==> src/rtl/alarm_pkg.sv <==
// Shared types and constants for the alarm clock sequencer.
package alarm_pkg;

    localparam int TICK_W = 15;

    // 12:00:00.00 AM in HH MM SS FF BCD.
    localparam logic [31:0] BCD_MIDNIGHT = 32'h1200_0000;

    typedef enum logic [1:0] {
        MODE_RUN       = 2'd0,
        MODE_SET_TIME  = 2'd1,
        MODE_SET_ALARM = 2'd2
    } mode_t;

    typedef enum logic [1:0] {
        ALARM_IDLE    = 2'd0,
        ALARM_RINGING = 2'd1,
        ALARM_SNOOZE  = 2'd2
    } alarm_state_t;

endpackage

==> src/rtl/button_repeat.sv <==
// Held-button auto-repeat: fires on the press edge, then after REPEAT_DELAY
// ticks, then every REPEAT_PERIOD ticks. fire is combinational; the caller registers it.
module button_repeat
    import alarm_pkg::*;
#(
    parameter int REPEAT_DELAY  = 50,
    parameter int REPEAT_PERIOD = 10
) (
    input  logic clk,
    input  logic rst,
    input  logic tick,
    input  logic btn,
    input  logic enable,
    output logic fire
);

    logic              btn_p1;
    logic              armed;
    logic              in_period;
    logic [TICK_W-1:0] cnt;
    logic [TICK_W-1:0] limit;
    logic              rise;
    logic              wrap;

    assign limit = in_period ? TICK_W'(REPEAT_PERIOD - 1) : TICK_W'(REPEAT_DELAY - 1);
    assign rise  = btn & ~btn_p1;
    assign wrap  = armed & btn & tick & (cnt == limit);
    assign fire  = enable & (rise | wrap);

    always_ff @(posedge clk) begin
        if (rst) begin
            btn_p1    <= 1'b0;
            armed     <= 1'b0;
            in_period <= 1'b0;
            cnt       <= '0;
        end else begin
            btn_p1 <= btn;
            // Losing enable disarms; only a fresh press edge can re-arm.
            if (!enable || !btn) begin
                armed     <= 1'b0;
                in_period <= 1'b0;
                cnt       <= '0;
            end else if (rise) begin
                armed     <= 1'b1;
                in_period <= 1'b0;
                cnt       <= '0;
            end else if (armed && tick) begin
                if (cnt == limit) begin
                    cnt       <= '0;
                    in_period <= 1'b1;
                end else begin
                    cnt <= cnt + 1'b1;
                end
            end
        end
    end

endmodule

==> src/rtl/alarm_controller.sv <==
// Alarm clock sequencer: mode FSM, button auto-repeat routing, alarm ring/snooze FSM.
// Optional display blink strobe in set modes enabled by defining SET_BLINK_EN.
module alarm_controller
    import alarm_pkg::*;
#(
    parameter int REPEAT_DELAY  = 50,
    parameter int REPEAT_PERIOD = 10,
    parameter int RING_TIMEOUT  = 6000,
    parameter int SNOOZE_TICKS  = 30000
) (
    input  logic        i_Clk_5MHz,
    input  logic        i_Reset,
    input  logic        i_Clk_100Hz_Pulse,
    input  logic        i_Mode_Btn,
    input  logic        i_Minutes_Btn,
    input  logic        i_Hours_Btn,
    input  logic        i_Snooze_Btn,
    input  logic        i_Alarm_On_Sw,
    input  logic [31:0] i_Time,
    input  logic        i_Time_PM,
    input  logic [31:0] i_Alarm_Time,
    input  logic        i_Alarm_PM,
    output logic        o_Enable_Count,
    output logic        o_Time_Minutes_Inc,
    output logic        o_Time_Hours_Inc,
    output logic        o_Alarm_Minutes_Inc,
    output logic        o_Alarm_Hours_Inc,
    output logic        o_Show_Alarm,
    output logic        o_Buzzer,
    output logic        o_Blink
);

    mode_t             mode, mode_next;
    alarm_state_t      alarm_state, alarm_next;
    logic [TICK_W-1:0] alarm_timer, alarm_timer_next;
    logic              mode_btn_p1, snooze_btn_p1, match_p1;
    logic              mode_rise, snooze_rise, match, trigger, alarm_allowed;
    logic              setting, min_fire, hr_fire;
    logic              unused_alarm_low;

    assign mode_rise   = i_Mode_Btn & ~mode_btn_p1;
    assign snooze_rise = i_Snooze_Btn & ~snooze_btn_p1;
    // A mode edge suppresses repeat pulses so a held button cannot leak into the new mode.
    assign setting     = (mode != MODE_RUN) & ~mode_rise;

    assign match = (i_Time[31:16] == i_Alarm_Time[31:16]) & (i_Time_PM == i_Alarm_PM) &
                   (i_Time[15:0] == BCD_MIDNIGHT[15:0]);
    assign trigger          = match & ~match_p1;
    assign alarm_allowed    = i_Alarm_On_Sw & (mode_next == MODE_RUN);
    assign unused_alarm_low = ^i_Alarm_Time[15:0];

    button_repeat #(.REPEAT_DELAY(REPEAT_DELAY), .REPEAT_PERIOD(REPEAT_PERIOD)) u_min_repeat (
        .clk    (i_Clk_5MHz),
        .rst    (i_Reset),
        .tick   (i_Clk_100Hz_Pulse),
        .btn    (i_Minutes_Btn),
        .enable (setting & ~i_Hours_Btn),
        .fire   (min_fire)
    );

    button_repeat #(.REPEAT_DELAY(REPEAT_DELAY), .REPEAT_PERIOD(REPEAT_PERIOD)) u_hr_repeat (
        .clk    (i_Clk_5MHz),
        .rst    (i_Reset),
        .tick   (i_Clk_100Hz_Pulse),
        .btn    (i_Hours_Btn),
        .enable (setting),
        .fire   (hr_fire)
    );

    always_comb begin
        mode_next = mode;
        if (mode_rise) begin
            case (mode)
                MODE_RUN:      mode_next = MODE_SET_TIME;
                MODE_SET_TIME: mode_next = MODE_SET_ALARM;
                default:       mode_next = MODE_RUN;
            endcase
        end
    end

    always_comb begin
        alarm_next       = alarm_state;
        alarm_timer_next = alarm_timer;
        if (!alarm_allowed) begin
            alarm_next       = ALARM_IDLE;
            alarm_timer_next = '0;
        end else begin
            case (alarm_state)
                ALARM_IDLE: begin
                    if (trigger) begin
                        alarm_next       = ALARM_RINGING;
                        alarm_timer_next = '0;
                    end
                end
                ALARM_RINGING: begin
                    if (trigger) begin
                        alarm_timer_next = '0;
                    end else if (snooze_rise) begin
                        alarm_next       = ALARM_SNOOZE;
                        alarm_timer_next = '0;
                    end else if (i_Clk_100Hz_Pulse) begin
                        if (alarm_timer == TICK_W'(RING_TIMEOUT - 1)) begin
                            alarm_next       = ALARM_IDLE;
                            alarm_timer_next = '0;
                        end else begin
                            alarm_timer_next = alarm_timer + 1'b1;
                        end
                    end
                end
                ALARM_SNOOZE: begin
                    if (trigger) begin
                        alarm_next       = ALARM_RINGING;
                        alarm_timer_next = '0;
                    end else if (i_Clk_100Hz_Pulse) begin
                        if (alarm_timer == TICK_W'(SNOOZE_TICKS - 1)) begin
                            alarm_next       = ALARM_RINGING;
                            alarm_timer_next = '0;
                        end else begin
                            alarm_timer_next = alarm_timer + 1'b1;
                        end
                    end
                end
                default: begin
                    alarm_next       = ALARM_IDLE;
                    alarm_timer_next = '0;
                end
            endcase
        end
    end

    always_ff @(posedge i_Clk_5MHz) begin
        if (i_Reset) begin
            mode                <= MODE_RUN;
            alarm_state         <= ALARM_IDLE;
            alarm_timer         <= '0;
            mode_btn_p1         <= 1'b0;
            snooze_btn_p1       <= 1'b0;
            match_p1            <= 1'b0;
            o_Enable_Count      <= 1'b1;
            o_Show_Alarm        <= 1'b0;
            o_Buzzer            <= 1'b0;
            o_Time_Minutes_Inc  <= 1'b0;
            o_Time_Hours_Inc    <= 1'b0;
            o_Alarm_Minutes_Inc <= 1'b0;
            o_Alarm_Hours_Inc   <= 1'b0;
        end else begin
            mode                <= mode_next;
            alarm_state         <= alarm_next;
            alarm_timer         <= alarm_timer_next;
            mode_btn_p1         <= i_Mode_Btn;
            snooze_btn_p1       <= i_Snooze_Btn;
            match_p1            <= match;
            o_Enable_Count      <= (mode_next == MODE_RUN);
            o_Show_Alarm        <= (mode_next == MODE_SET_ALARM);
            o_Buzzer            <= (alarm_next == ALARM_RINGING);
            o_Time_Minutes_Inc  <= min_fire & (mode == MODE_SET_TIME);
            o_Time_Hours_Inc    <= hr_fire & (mode == MODE_SET_TIME);
            o_Alarm_Minutes_Inc <= min_fire & (mode == MODE_SET_ALARM);
            o_Alarm_Hours_Inc   <= hr_fire & (mode == MODE_SET_ALARM);
        end
    end

`ifdef SET_BLINK_EN
    logic [4:0] blink_cnt;
    logic       blink_ph;
    logic [5:0] quiet_cnt;

    // quiet_cnt saturates at 50 ticks since the last repeat pulse; blanking only allowed then.
    always_ff @(posedge i_Clk_5MHz) begin
        if (i_Reset || mode_next == MODE_RUN) begin
            blink_cnt <= '0;
            blink_ph  <= 1'b0;
            quiet_cnt <= 6'd50;
            o_Blink   <= 1'b0;
        end else begin
            if (min_fire || hr_fire) begin
                quiet_cnt <= '0;
            end else if (i_Clk_100Hz_Pulse && quiet_cnt != 6'd50) begin
                quiet_cnt <= quiet_cnt + 1'b1;
            end
            if (i_Clk_100Hz_Pulse) begin
                if (blink_cnt == 5'd24) begin
                    blink_cnt <= '0;
                    blink_ph  <= ~blink_ph;
                end else begin
                    blink_cnt <= blink_cnt + 1'b1;
                end
            end
            o_Blink <= blink_ph & (quiet_cnt == 6'd50) & ~(min_fire | hr_fire);
        end
    end
`else
    assign o_Blink = 1'b0;
`endif

endmodule
==> config.mk <==
export PLATFORM = sky130hd
export DESIGN_NAME = alarm_controller
export DESIGN_NICKNAME = d
export VERILOG_FILES = /design/src/rtl/alarm_pkg.sv /design/src/rtl/button_repeat.sv /design/src/rtl/alarm_controller.sv
export SDC_FILE = /design/constraint.sdc
export NUM_CORES = 1
export LEC_CHECK = 0
export BUFFER_PORTS_ARGS = -buffer_cell sky130_fd_sc_hd__clkbuf_2
export CORE_MARGIN = 5
export CORE_UTILIZATION = 49
export DETAILED_ROUTE_END_ITERATION = 10
export GPL_TIMING_DRIVEN = 1
export PLACE_DENSITY_LB_ADDON = 0.1
export SLEW_MARGIN = 15
export SYNTH_ARGS = -nofsm -noshare
export SYNTH_HDL_FRONTEND = slang
export SYNTH_HIERARCHICAL = 1
export SYNTH_SLANG_ARGS = --single-unit
==> constraint.sdc <==
create_clock -name i_Clk_5MHz -period 2.3 [get_ports i_Clk_5MHz]
set_input_delay 0.46 -clock i_Clk_5MHz [delete_from_list [all_inputs] [get_ports i_Clk_5MHz]]
set_output_delay 0.46 -clock i_Clk_5MHz [all_outputs]
set_load 0.005 [all_outputs]
* After elaboration in Yosys (flattened, before gate mapping)
Cells that the tools add are included.
Word-level totals: register bits after elaboration 65, bits in latches 0, memory bits (writable) 0, bits in read-only memories 0, input port bits 74, output and inout bits 8, memories kept 0
Cells by class: $add $sub $neg 3, multiply operators 0, divide/modulo/power cells 0, order comparisons 0, equality and inequality tests 15, shift-type cells 0, muxes and demuxes 25, bitwise operators 32, reductions and logical operators 21
Operators by type and width (count):
- 15-bit 2-to-1 mux | 10
- 15-bit by 1-bit adder with 15-bit output (second input constant) | 3
- 15-bit one-hot mux with 3 select lines | 1
- 15-bit == test | 2
- 1-bit AND | 22
- 2-bit 2-to-1 mux | 10
- 16-bit == test | 1
- 16-bit logical NOT | 1
- 15-bit by 13-bit == test with 1-bit output (second input constant) | 1
- 15-bit == test (second input constant) | 1
- 6-bit 2-to-1 mux | 2
- 1-bit NOT | 8
- 2-bit by 1-bit == test with 1-bit output (second input constant) | 3
- 2-bit == test (second input constant) | 3
- 2-bit logical NOT | 3
- 2-bit one-hot mux with 3 select lines | 1
- 2-bit OR reduction | 3
- 3-bit OR reduction | 2
- 1-bit logical NOT | 4
- 4-bit inequality test (second input constant) | 1
- 2-bit one-hot mux with 2 select lines | 1
- 2-bit AND reduction | 2
- 3-bit inequality test (second input constant) | 1
- 3-bit AND reduction | 1
- other kinds (6) | 9

* Longest topological paths before layout
depth after elaboration 8, mapped depth 8, gate-level depth less buffers 8

* Cells and area by module
The synthesis kept the hierarchy.
By module, submodules not included:
- button_repeat | times used 2, cells an instance 99, area each 887.1 um^2, seq. area each 360.3 um^2
- alarm_controller | times used 1, cells an instance 202, area each 1752.9 um^2, seq. area each 580.6 um^2

* Worst setup path after synthesis
Ideal clock, no wire load.
path type input port to flip-flop, from in i_Time[1], to reg alarm_timer[10], setup time 0.070 ns, data arrival time 2.211 ns, required time 2.230 ns, slack 0.019 ns, stages on the path 6, path buffers 0, cell sequence or4_4 -> nor4_4 -> and3_4 -> a31oi_4 -> or4_1 -> a21oi_1
Between the ends: cells in the longest elaborated chain, start to end 5, elaborated cells between the ends (all ways) 10, those cells by class 3 x eq/ne; 3 x mux; 2 x bitwise; 2 x reduce/logical
RTL lines:
- start: declaration | line alarm_controller.sv:19 | input logic [31:0] i_Time,
- 16-bit logical NOT (*) | line alarm_controller.sv:47 | (i_Time[15:0] == BCD_MIDNIGHT[15:0]);
- 1-bit AND (*) | line alarm_controller.sv:46 | assign match = (i_Time[31:16] == i_Alarm_Time[31:16]) & (i_Time_PM == i_Alarm_PM) &
- 1-bit AND (*) | line alarm_controller.sv:48 | assign trigger = match & ~match_p1;
- 4-bit inequality test (no source line) (tied with other cells)
- 3-bit AND reduction (no source line) or 15-bit one-hot mux with 3 select lines (tied branches)
- end signal: assignment | line alarm_controller.sv:149 | alarm_timer <= alarm_timer_next;
- end: declaration | line alarm_controller.sv:35 | logic [TICK_W-1:0] alarm_timer, alarm_timer_next;
Mark *: on every way between the ends. The rest lies on a longest branch, timed or not. A chain may end at the register's enable or synchronous reset.

* Worst setup path after layout
from in i_Time[1], to reg alarm_timer[8]
Same word-level chain as after synthesis.

==> out/summary.json <==
{
  "outcome": {
    "run_status": "completed"
  },
  "power": {
    "leakage_nw": 1.455,
    "internal_power_summed_over_all_cells_mw": 1.876,
    "fin_total_pwr_mw": 2.392,
    "power.net_switching_mw": 0.5161,
    "power_switching_share": 0.2157,
    "power.density_cell_area_nw_per_um2": 566.2,
    "power.share.clock": 0.461,
    "maximum_vdd_ir_drop_uv": 385.5,
    "power.combinational.fraction": 0.063,
    "seq_power_share": 0.476
  },
  "sta": {
    "timing.final.ws_setup_ps": 190.3,
    "slew_viol_final": 0,
    "timing.final.hold_violations": 0,
    "setup_repair_after_global_routing_missed_its_margin": "no",
    "slew-limit-headroom": 0.5480,
    "final.setup_skew_ps": 13.11,
    "share_of_the_clock_period_used_by_the_worst_path_after_layout": 0.9173,
    "tightestPinTransition_ps": 678.1,
    "worst_hold_slack_ps": 374.4,
    "fmax_mhz": 474.0,
    "timing.final.crit_period_ps": 2110,
    "timing.final.setup_violations": 0,
    "fin_tns_setup_ps": 0
  },
  "worst_setup_path": {
    "critPathKind": "in -> reg",
    "critical_path.top_delay_family": "simple AND/OR/NAND/NOR gates",
    "critPathMaxStageDelay_ps": 550,
    "cp_cell_sequence": "clkbuf_2, or4_4, nor4_4, and3_4, a31oi_4, or4_1, a21oi_1",
    "critical_path_buf_inv_count": 1,
    "startpoint_type": "input pin",
    "worst-endpoint-required_ps": 2570,
    "worst_ep_arrival_time_ps": 2380,
    "critical_path_peak_fanout": 6,
    "cpMaxStageDelayCell": "or4_4",
    "endpoint_kind": "flip-flop"
  },
  "final_layout": {
    "area.growth.synth_to_final_pct": 19.79,
    "final_util": 0.5920,
    "finalNonFillerCells": 581,
    "antenna_cells_inserted": 0,
    "fin_area_um2": 4225,
    "fillers": 684,
    "design.final.nets": 560,
    "layout_cells_sized_above_1": 0.2427
  },
  "place": {
    "placement.setup.worst_slack_ps": -153.6,
    "placement.io_buffers": 64,
    "gp_congestion": 0.7953,
    "placed_cells_incl_taps": 565,
    "dp.final_hpwl_um": 5687,
    "dpl_cell_area_um2": 3996
  },
  "global_routing": {
    "grt_util_overall": 0.1786,
    "grt-ovfl-total": 0,
    "antenna_found_initial": 0,
    "grt_pass1_wl_um": 12980,
    "grt_pass1_vias": 2971,
    "grt_max_degree": 16
  },
  "clock_tree": {
    "cts_tree": "done",
    "h-tree-depth": 3,
    "clk_latency_ps": 340,
    "cts_sinks": 65,
    "cts_inserted_buffers": 9,
    "cts_resized": 0,
    "clock_pin_slew_reported_for_the_worst_setup_and_hold_paths_after_clock_tree_synthesis_ps": 70,
    "cts_setup_buffers": 0,
    "clock_path_buffers": 2,
    "postCtsHoldBufs": 0,
    "clock-root-buffer": "clkbuf_8"
  },
  "drt": {
    "drt-pass1-iter-count": 4,
    "ant_nets": 0,
    "routed_wire_length_per_instance_um": 12.75,
    "drc_errors": 0,
    "via_count": 3080,
    "viasPerCell": 5.301,
    "drt_iter0_markers": 69,
    "drt_wl_total_um": 7409
  },
  "floorplan": {
    "floorplan.initialDensity": 0.4942,
    "fp.dieW_um": 94.84,
    "design.portCount": 82,
    "floorplan.core_area_um2": 7137,
    "dieArea_um2": 8995,
    "core.rowCount": 31,
    "die_h_um": 94.84
  },
  "logic_synthesis": {
    "synth_largest_type_area_fraction": 0.3689,
    "yosysUniqueCellTypes": 55,
    "avgSynthCellArea_um2": 8.818,
    "synth-edff-count": 0,
    "synth.ff_latch_count": 65,
    "synthCells": 400,
    "mappedNetlistArea_um2": 3527,
    "synth.top_cells.by_area": "dfxtp_1 37%, xor2_1 6.7%, xnor2_1 5.2%, nor2_1 5.1%, nand4_1 3.7%",
    "syn-num-nets": 483,
    "synth_warnings": 6,
    "netlist.top_cell.by_area": "dfxtp_1",
    "postSynth.asyncResetShare": 0,
    "synth_ff_type": "dfxtp_1",
    "synth.yosys.seq_area_share": 0.3689
  },
  "run": {
    "maxCapViolCount": 0
  },
  "worst_hold_path": {
    "hold_class": "in -> reg"
  }
}
[Yosys cell counts (all sizes together) (6+ instances only)]
cell	instances
a21oi	18
a31oi	6
and3	6
buf	7
dfxtp	65
ha	9
inv	14
nand2	25
nand2b	7
nand3	16
nand4	21
nor2	48
nor2b	7
nor3	14
nor4	19
o21ai	6
o31ai	7
or3	9
or4	8
xnor2	21
xor2	27
[power by group through the flow]
stage / registers [mW] / logic (mW) / clock network, mW
finish: 1.14 / 0.151 / 1.10
floorplan: 1.16 / 0.0753 / 0
global placement: 1.16 / 0.150 / 0
CTS: 1.14 / 0.153 / 1.13
global route: 1.14 / 0.168 / 1.19
detailed placement: 1.17 / 0.152 / 0
[state kept, by name (all words and copies together) (netlist names), 2 cells and up]
| signal | cells |
|---|---|
| alarm_timer | 15 |
| u_hr_repeat/cnt | 15 |
| alarm_state | 2 |
| mode | 2 |
| u_min_repeat/cnt | 15 |
[placed cells by master (no fill, tap or decap), types with 10 or more instances in the layout]
cell	n
nor3_1	14
clkbuf_2	64
nand4_1	21
xnor2_1	21
xor2_1	27
clkbuf_8	11
nor4_1	16
dfxtp_1	65
nand2_1	24
a21oi_1	16
inv_1	14
nand3_1	14
buf_4	10
nor2_1	48
[worst reg2reg max path, stage by stage, from the launching register on]
cell	delay [ps]
dfxtp_1	370
ha_1	190
nand3_1	190
nor4_1	280
buf_4	180
and3_1	180
o21ai_0	90
a32oi_1	240
buf_4	140
inv_1	30
[logic make-up (layout without fill, tap and decap cells)]
family / Yosys count / after routing / share of synthesized area
DFF: 65 / 65 / 0.3689
buffers and inverters: 23 / 105 / 0.03476
AOI/OAI and AO/OA: 52 / 52 / 0.1100
other: 1 / 1 / 0.001063
xor gates and xnor gates: 48 / 48 / 0.1192
adders and majority gates: 9 / 9 / 0.03193
and+or+nand+nor: 199 / 199 / 0.3253
muxes: 3 / 3 / 0.008868
[routing by layer]
metal  vias to the layer above  share of wire  global-route usage
met2                        69           0.48              0.3018
li1                       1596              -                   -
met1                      1406           0.46              0.2210
met4                         0          0.012             0.05769
met5                         -              0                   0
met3                         9          0.051             0.04622
[path summary, 6_finish.rpt]
kind | startpoint | end | slack, ps | depth (start not counted)
worst max-delay path | i_Time[1] | alarm_timer[8]$_SDFFE_PP0P_ | 190 | 7
worst min-delay path | i_Mode_Btn | mode_btn_p1$_SDFF_PP0_ | 370 | 2
worst max register to register | alarm_timer[0]$_SDFFE_PP0P_ | alarm_state[0]$_SDFF_PP0_ | 320 | 9
worst min register to register | u_min_repeat/in_period$_SDFFE_PP0P_ | u_min_repeat/in_period$_SDFFE_PP0P_ | 480 | 2
[cell type report]
type,instances,area [um2],area share
Timing Repair Buffer,75,415.4,0.09831
Sequential cell,65,1301,0.3080
Multi-Input combinational cell,312,2103,0.4978
Clock inverter,5,77.57,0.01836
Inverter,14,52.55,0.01244
Clock buffer,11,151.4,0.03583
Tap cell,99,123.9,0.02932
(Power assumes the default switching activity.)
